[src/rtl/alu_mut_pkg.sv]
// Shared definitions for the ALU mutation sweep controller: default widths,
// opcode encodings and the sequencer state type.
package alu_mut_pkg;

  localparam int W_DEF   = 4;
  localparam int OPW_DEF = 3;

  localparam logic [2:0] OP_ADD = 3'b000;
  localparam logic [2:0] OP_SUB = 3'b001;
  localparam logic [2:0] OP_AND = 3'b010;
  localparam logic [2:0] OP_OR  = 3'b011;
  localparam logic [2:0] OP_XOR = 3'b100;
  localparam logic [2:0] OP_EQ  = 3'b101;
  localparam logic [2:0] OP_LT  = 3'b110;
  localparam logic [2:0] OP_NOP = 3'b111;

  typedef enum logic [1:0] {
    ST_IDLE = 2'd0,
    ST_RUN  = 2'd1,
    ST_DONE = 2'd2
  } state_e;

endpackage

[src/rtl/alu_op_mask_next.sv]
// Finds the lowest enabled opcode strictly above `cur` (cur is signed, so
// cur = -1 yields the first enabled opcode); none_left flags an empty search.
module alu_op_mask_next #(
  parameter int OPW = 3
) (
  input  logic [2**OPW-1:0] mask,
  input  logic [OPW:0]      cur,
  output logic [OPW-1:0]    next_op,
  output logic              none_left
);

  // Scan top-down so the lowest qualifying opcode is the one that sticks.
  always_comb begin
    next_op   = '0;
    none_left = 1'b1;
    for (int n = 2**OPW - 1; n >= 0; n--) begin
      if (mask[n] && (n > int'($signed(cur)))) begin
        next_op   = OPW'(n);
        none_left = 1'b0;
      end else begin
        next_op   = next_op;
        none_left = none_left;
      end
    end
  end

endmodule

[src/rtl/alu_mutation_sweep_ctrl.sv]
// Sweeps every enabled opcode/operand vector into a golden and a mutant ALU,
// counts mismatches and captures the first failing vector.
module alu_mutation_sweep_ctrl
  import alu_mut_pkg::*;
#(
  parameter int W   = W_DEF,
  parameter int OPW = OPW_DEF,
  parameter int CW  = 2*W + OPW + 1
) (
  input  logic                clk,
  input  logic                rst,
  input  logic                start,
  input  logic                abort,
  input  logic [2**OPW-1:0]   op_mask,
  input  logic                stop_on_first,
  input  logic [W-1:0]        gold_result,
  input  logic                gold_zero,
  input  logic [W-1:0]        mut_result,
  input  logic                mut_zero,
  output logic [W-1:0]        alu_a,
  output logic [W-1:0]        alu_b,
  output logic [OPW-1:0]      alu_opcode,
  output logic                busy,
  output logic                done,
  output logic                kill,
  output logic [CW-1:0]       vec_count,
  output logic [CW-1:0]       mismatch_count,
  output logic [W-1:0]        fail_a,
  output logic [W-1:0]        fail_b,
  output logic [OPW-1:0]      fail_opcode,
  output logic [W-1:0]        fail_gold,
  output logic [W-1:0]        fail_mut
);

  localparam logic [W-1:0] OPND_MAX = '1;

  state_e              state_r;
  state_e              state_nxt_s;
  logic [2**OPW-1:0]   mask_r;
  logic                sof_r;

  logic [OPW-1:0]      first_op_s;
  logic                first_none_s;
  logic [OPW-1:0]      nxt_op_s;
  logic                nxt_none_s;
  logic                mis_s;
  logic                opnd_last_s;
  logic                end_s;

  alu_op_mask_next #(.OPW(OPW)) u_first (
    .mask      (op_mask),
    .cur       ('1),
    .next_op   (first_op_s),
    .none_left (first_none_s)
  );

  alu_op_mask_next #(.OPW(OPW)) u_next (
    .mask      (mask_r),
    .cur       ({1'b0, alu_opcode}),
    .next_op   (nxt_op_s),
    .none_left (nxt_none_s)
  );

  assign mis_s       = (gold_result != mut_result) || (gold_zero != mut_zero);
  assign opnd_last_s = (alu_a == OPND_MAX) && (alu_b == OPND_MAX);
  assign end_s       = (opnd_last_s && nxt_none_s) || (mis_s && sof_r);

  // Next-state selection; abort beats end-of-sweep, start only outside RUN.
  always_comb begin
    state_nxt_s = state_r;
    case (state_r)
      ST_IDLE, ST_DONE: begin
        if (start) begin
          state_nxt_s = first_none_s ? ST_DONE : ST_RUN;
        end else begin
          state_nxt_s = state_r;
        end
      end
      ST_RUN: begin
        if (abort) begin
          state_nxt_s = ST_IDLE;
        end else if (end_s) begin
          state_nxt_s = ST_DONE;
        end else begin
          state_nxt_s = ST_RUN;
        end
      end
      default: state_nxt_s = ST_IDLE;
    endcase
  end

  // State register with registered busy/done decodes of the next state.
  always_ff @(posedge clk or posedge rst) begin
    if (rst) begin
      state_r <= ST_IDLE;
      busy    <= 1'b0;
      done    <= 1'b0;
    end else begin
      state_r <= state_nxt_s;
      busy    <= (state_nxt_s == ST_RUN);
      done    <= (state_nxt_s == ST_DONE);
    end
  end

  // Vector generator, statistics and first-mismatch capture.
  always_ff @(posedge clk or posedge rst) begin
    if (rst) begin
      mask_r         <= '0;
      sof_r          <= 1'b0;
      alu_a          <= '0;
      alu_b          <= '0;
      alu_opcode     <= '0;
      kill           <= 1'b0;
      vec_count      <= '0;
      mismatch_count <= '0;
      fail_a         <= '0;
      fail_b         <= '0;
      fail_opcode    <= '0;
      fail_gold      <= '0;
      fail_mut       <= '0;
    end else begin
      case (state_r)
        ST_IDLE, ST_DONE: begin
          if (start) begin
            vec_count      <= '0;
            mismatch_count <= '0;
            kill           <= 1'b0;
            if (!first_none_s) begin
              mask_r      <= op_mask;
              sof_r       <= stop_on_first;
              alu_opcode  <= first_op_s;
              alu_a       <= '0;
              alu_b       <= '0;
              fail_a      <= '0;
              fail_b      <= '0;
              fail_opcode <= '0;
              fail_gold   <= '0;
              fail_mut    <= '0;
            end
          end
        end
        ST_RUN: begin
          if (!abort) begin
            vec_count <= vec_count + CW'(1);
            if (mis_s) begin
              mismatch_count <= mismatch_count + CW'(1);
              kill           <= 1'b1;
              if (!kill) begin
                fail_a      <= alu_a;
                fail_b      <= alu_b;
                fail_opcode <= alu_opcode;
                fail_gold   <= gold_result;
                fail_mut    <= mut_result;
              end
            end
            // The final vector stays on the ALU inputs once the sweep ends.
            if (!end_s) begin
              alu_b <= alu_b + W'(1);
              if (alu_b == OPND_MAX) begin
                alu_a <= alu_a + W'(1);
              end
              if (opnd_last_s) begin
                alu_opcode <= nxt_op_s;
              end
            end
          end
        end
        default: begin
          mask_r <= mask_r;
        end
      endcase
    end
  end

endmodule
[config.mk]
export PLATFORM = sky130hd
export DESIGN_NAME = alu_mutation_sweep_ctrl
export DESIGN_NICKNAME = d
export VERILOG_FILES = /design/src/rtl/alu_mut_pkg.sv /design/src/rtl/alu_op_mask_next.sv /design/src/rtl/alu_mutation_sweep_ctrl.sv
export SDC_FILE = /design/constraint.sdc
export NUM_CORES = 1
export LEC_CHECK = 0
export BUFFER_PORTS_ARGS = -buffer_cell sky130_fd_sc_hd__buf_2
export CAP_MARGIN = 20
export CORE_MARGIN = 5
export CORE_UTILIZATION = 54
export DETAILED_ROUTE_END_ITERATION = 8
export GPL_ROUTABILITY_DRIVEN = 1
export GPL_TIMING_DRIVEN = 0
export HOLD_SLACK_MARGIN = 0.12
export MAX_ROUTING_LAYER = met4
export PLACE_DENSITY = 0.8
export SYNTH_ARGS = -nofsm -noshare
export SYNTH_HDL_FRONTEND = slang
export SYNTH_SLANG_ARGS = --single-unit
[constraint.sdc]
create_clock -name clk -period 2.7 [get_ports clk]
set_input_delay 0.54 -clock clk [delete_from_list [all_inputs] [get_ports clk]]
set_output_delay 0.54 -clock clk [all_outputs]
set_load 0.02 [all_outputs]
==> qor.log <==
INFO  cells_and_area mostFrequentLayoutCells=sky130_fd_sc_hd__buf_2 (89), sky130_fd_sc_hd__dfrtp_1 (67), sky130_fd_sc_hd__nand2_1 (60)
INFO  floorplan      die_area=8320µm²
INFO  drt            drt_wl_total=9260µm
INFO  clocking       cts_sinks=67
INFO  cells_and_area diodes=0
INFO  cells_and_area layout_commonest_cell=sky130_fd_sc_hd__buf_2
INFO  logic_synthesis yosys.area.top_type_share=47.1%
INFO  worst_setup_path path_max_fanout=9
INFO  pwr            max-vdd-ir-drop=0.591mV
INFO  logic_synthesis post_synth_mux_area_share=1.48%
INFO  drt            detail_route.drc_violations=0
INFO  clocking       insertion_delay=350ps
INFO  grt            first_global_vias=3201
INFO  floorplan      die_width=91.2µm
INFO  timing         report.final.hold_viol_count=0
INFO  worst_setup_path critical_path_required=2920ps
INFO  grt            grt_most_used_layer=met2
INFO  clocking       clock_tree.htree_level_count=3
INFO  grt            grt_usage=23.4%
INFO  clocking       cts_bufs_inserted=9
INFO  worst_setup_path critPathSlowestCell=sky130_fd_sc_hd__nor4b_1
INFO  clocking       cts_tree=yes
INFO  timing         min_period_over_period=81.4%
INFO  clocking       post_cts.repair.setup_buffers=0
INFO  logic_synthesis synth.yosys.seq_area_share=47.1%
INFO  drt            routedWlPerCell=16.7µm
INFO  logic_synthesis synth_edf_count=0
INFO  worst_setup_path crit_arrival=2420ps
INFO  logic_synthesis ys_dominant_reg_cell=sky130_fd_sc_hd__dfrtp_1
INFO  worst_setup_path timing.critical_path.slowest_cell_delay=510ps
INFO  drt            dr.first_iter.drc_count=190
INFO  min_path       min-delay-path-class=in -> async
INFO  logic_synthesis postSynthAreaPerCell=9.32µm²
INFO  logic_synthesis synth.top_cells.by_area=sky130_fd_sc_hd__dfrtp_1 (47%), sky130_fd_sc_hd__nand2_1 (6.3%), sky130_fd_sc_hd__o21ai_0 (5.8%), sky130_fd_sc_hd__o31ai_1 (4.9%), sky130_fd_sc_hd__a21oi_1 (3.1%)
INFO  grt            grt_overflow_total=0
INFO  cells_and_area area.growth.synth_to_final=20.0%
INFO  cells_and_area design.final.nets=500
INFO  timing         timing.final.crit_period=2200ps
INFO  placement      instance_area_at_placement=4070µm²
INFO  worst_setup_path setup.worst_path.end_class=flop
INFO  worst_setup_path timing.critical_path.buf_inv=2
INFO  timing         rsz0062_at_grt=no
INFO  logic_synthesis post_synth_and_or_nand_nor_area_fraction=20.3%
INFO  grt            grt_antenna_before_repair=0
INFO  logic_synthesis synthDominantAreaCellType=sky130_fd_sc_hd__dfrtp_1
INFO  grt            grt_use_met1=30.5%
INFO  cells_and_area layout-drive-gt1-share=27.0%
INFO  drt            detailedRoute.firstPassIterationCount=5
INFO  clocking       cts_hold_buffers=0
INFO  timing         slew_viol_final=0
INFO  run            max-cap-violations=0
INFO  drt            detailed_route_vias_per_instance=5.94
INFO  clocking       clockRootBuffer=sky130_fd_sc_hd__clkbuf_8
INFO  cells_and_area postLayoutCoreUtil=66.9%
INFO  floorplan      placementRows=29
INFO  logic_synthesis post_synth_fa_ha_maj_area_fraction=1.41%
INFO  worst_setup_path stages_on_worst_setup_path=7
INFO  drt            drt.antenna.violating_nets=0
INFO  floorplan      core-area=6390µm²
INFO  timing         clock.fmax=455MHz
INFO  clocking       post_cts_resize_count=0
INFO  pwr            power.density=836nW/µm²
INFO  floorplan      start_util=55.7%
INFO  grt            gr-usage-met2=35.5%
INFO  worst_setup_path critical_path.cell_chain=buf_2 -> nor4b_1 -> nor3_1 -> and4_1 -> buf_2 -> a22oi_2 -> a31oi_1
INFO  clocking       clock_path_buffers=2
INFO  logic_synthesis synthesis.nets=409
INFO  logic_synthesis synth.ff_latch_count=67
INFO  pwr            power.static_leakage=0.00203µW
INFO  floorplan      num_io_pins=80
INFO  outcome        status=completed
INFO  logic_synthesis synth_cell_type_count=59
INFO  logic_synthesis syn-cell-area=3560µm²
INFO  timing         timing.slew.headroom=45.9%
INFO  placement      routabilityCongestion=0.882
INFO  worst_setup_path critPathTopFamily=simple AND/OR/NAND/NOR gates
INFO  grt            grt_pass1_wl=15500µm
INFO  grt            groute.layer.met3.usage=4.38%
INFO  logic_synthesis compound_gate_portion_of_the_synthesized_area=22.9%
INFO  logic_synthesis synth_top_family_by_area=compound AO/OA/AOI/OAI gates
INFO  logic_synthesis asyncSetResetFlopFracSynth=100%
INFO  grt            grt_start_max_net_pins=39
INFO  pwr            design_power_total=3570µW
INFO  logic_synthesis count_of_yosys_warnings_during_synthesis=0
INFO  worst_setup_path path_class=reg -> reg
INFO  floorplan      floorplan.die.height=91.2µm
INFO  worst_setup_path reg2regPathDepth=7
INFO  logic_synthesis yosys.area_share.xor_xnor=2.71%
INFO  worst_setup_path kind_of_start_point_of_the_critical_path=flop
INFO  cells_and_area post-route-cell-area=4270µm²
INFO  placement      placedCellCount=539
INFO  placement      buffer_ports.inserted=79
INFO  worst_setup_path critPathMostFrequentCell=sky130_fd_sc_hd__buf_2
INFO  placement      detailedPlacementHpwl=6700µm
INFO  logic_synthesis postSynthCellCount=382
INFO  timing         setup-violations-final=0
INFO  timing         tightestPinTransition=811ps
INFO  cells_and_area instances_no_fill=555
INFO  timing         clock_skew=8.77ps
INFO  clocking       path_clk_slew=80ps
INFO  timing         setup_total_negative_slack=0ps
INFO  drt            count_of_vias_placed_by_the_detailed_router=3294
cell type report:
class / instances / area (µm²)
Timing Repair Buffer: 80 / 415
Inverter: 10 / 37.5
Fill cell: 523 / 2110
Sequential cell: 67 / 1680
Clock inverter: 7 / 76.3
Multi-Input combinational cell: 283 / 1740
Clock buffer: 9 / 124
Buffer: 22 / 110
Tap cell: 77 / 96.3
sequential cells by signal (all words and copies together) (netlist names), 2 cells and up:
register / flops
alu_a: 4
alu_b: 4
alu_opcode: 3
fail_a: 4
fail_b: 4
fail_gold: 4
fail_mut: 4
fail_opcode: 3
mask_r: 7
mismatch_count: 12
state_r: 2
vec_count: 12
routing by layer:
layer,part of all wire (%),vias to the layer above
met5,0,-
met4,2.7,0
met3,6.3,25
met2,48,127
met1,43,1567
li1,-,1575
cells by family (layout without fill, tap and decap cells):
group	after synthesis	count (layout)
AO/OA/AOI/OAI	120	120
XOR/XNOR	11	11
adder cells (fa/ha/maj)	4	4
buffers and inverters	32	128
flip-flops	67	67
multiplexers	5	5
AND/OR/NAND/NOR	143	143
cells in the mapped netlist, types with 7 or more instances:
cell / count
sky130_fd_sc_hd__o31ai_1: 23
sky130_fd_sc_hd__buf_2: 10
sky130_fd_sc_hd__nor2_1: 18
sky130_fd_sc_hd__nand2_1: 60
sky130_fd_sc_hd__or3_1: 9
sky130_fd_sc_hd__nand3_1: 15
sky130_fd_sc_hd__o21ai_0: 41
sky130_fd_sc_hd__clkbuf_1: 9
sky130_fd_sc_hd__nand4_1: 7
sky130_fd_sc_hd__inv_1: 10
sky130_fd_sc_hd__a21oi_1: 22
sky130_fd_sc_hd__dfrtp_1: 67
worst reg2reg max path: cells and delay by family (launching register included):
family | cells | cell delay (ps)
compound gates | 2 | 430
buf+inv | 2 | 340
flops | 1 | 380
simple gates | 3 | 930
power breakdown:
part | leakage [µW] | total (µW) | switching, µW | internal [µW]
clock | 0.0000962 | 850 | 418 | 432
sequential | 0.000898 | 1390 | 181 | 1210
combinational | 0.00104 | 1330 | 876 | 451
total | 0.00203 | 3570 | 1470 | 2090
worst paths after layout:
path                               start                 to  slack (ps)
max in group asynchronous            rst           alu_a[0]        1720
min in group clk           stop_on_first              sof_r         420
max reg2reg                alu_opcode[1]           alu_a[0]         500
max                        alu_opcode[1]           alu_a[0]         500
min reg2reg                    mask_r[2]          mask_r[2]         470
min                                  rst  mismatch_count[2]         340
metrics by stage:
stage / worst slack, ps / hold WS (ps)
finish: 503 / 340
global route: 310 / 413
CTS: 597 / 363
detailed placement: 246 / 456
global placement: -317 / 454
floorplan: 477 / 438
Power figures use the tool's default switching activity.
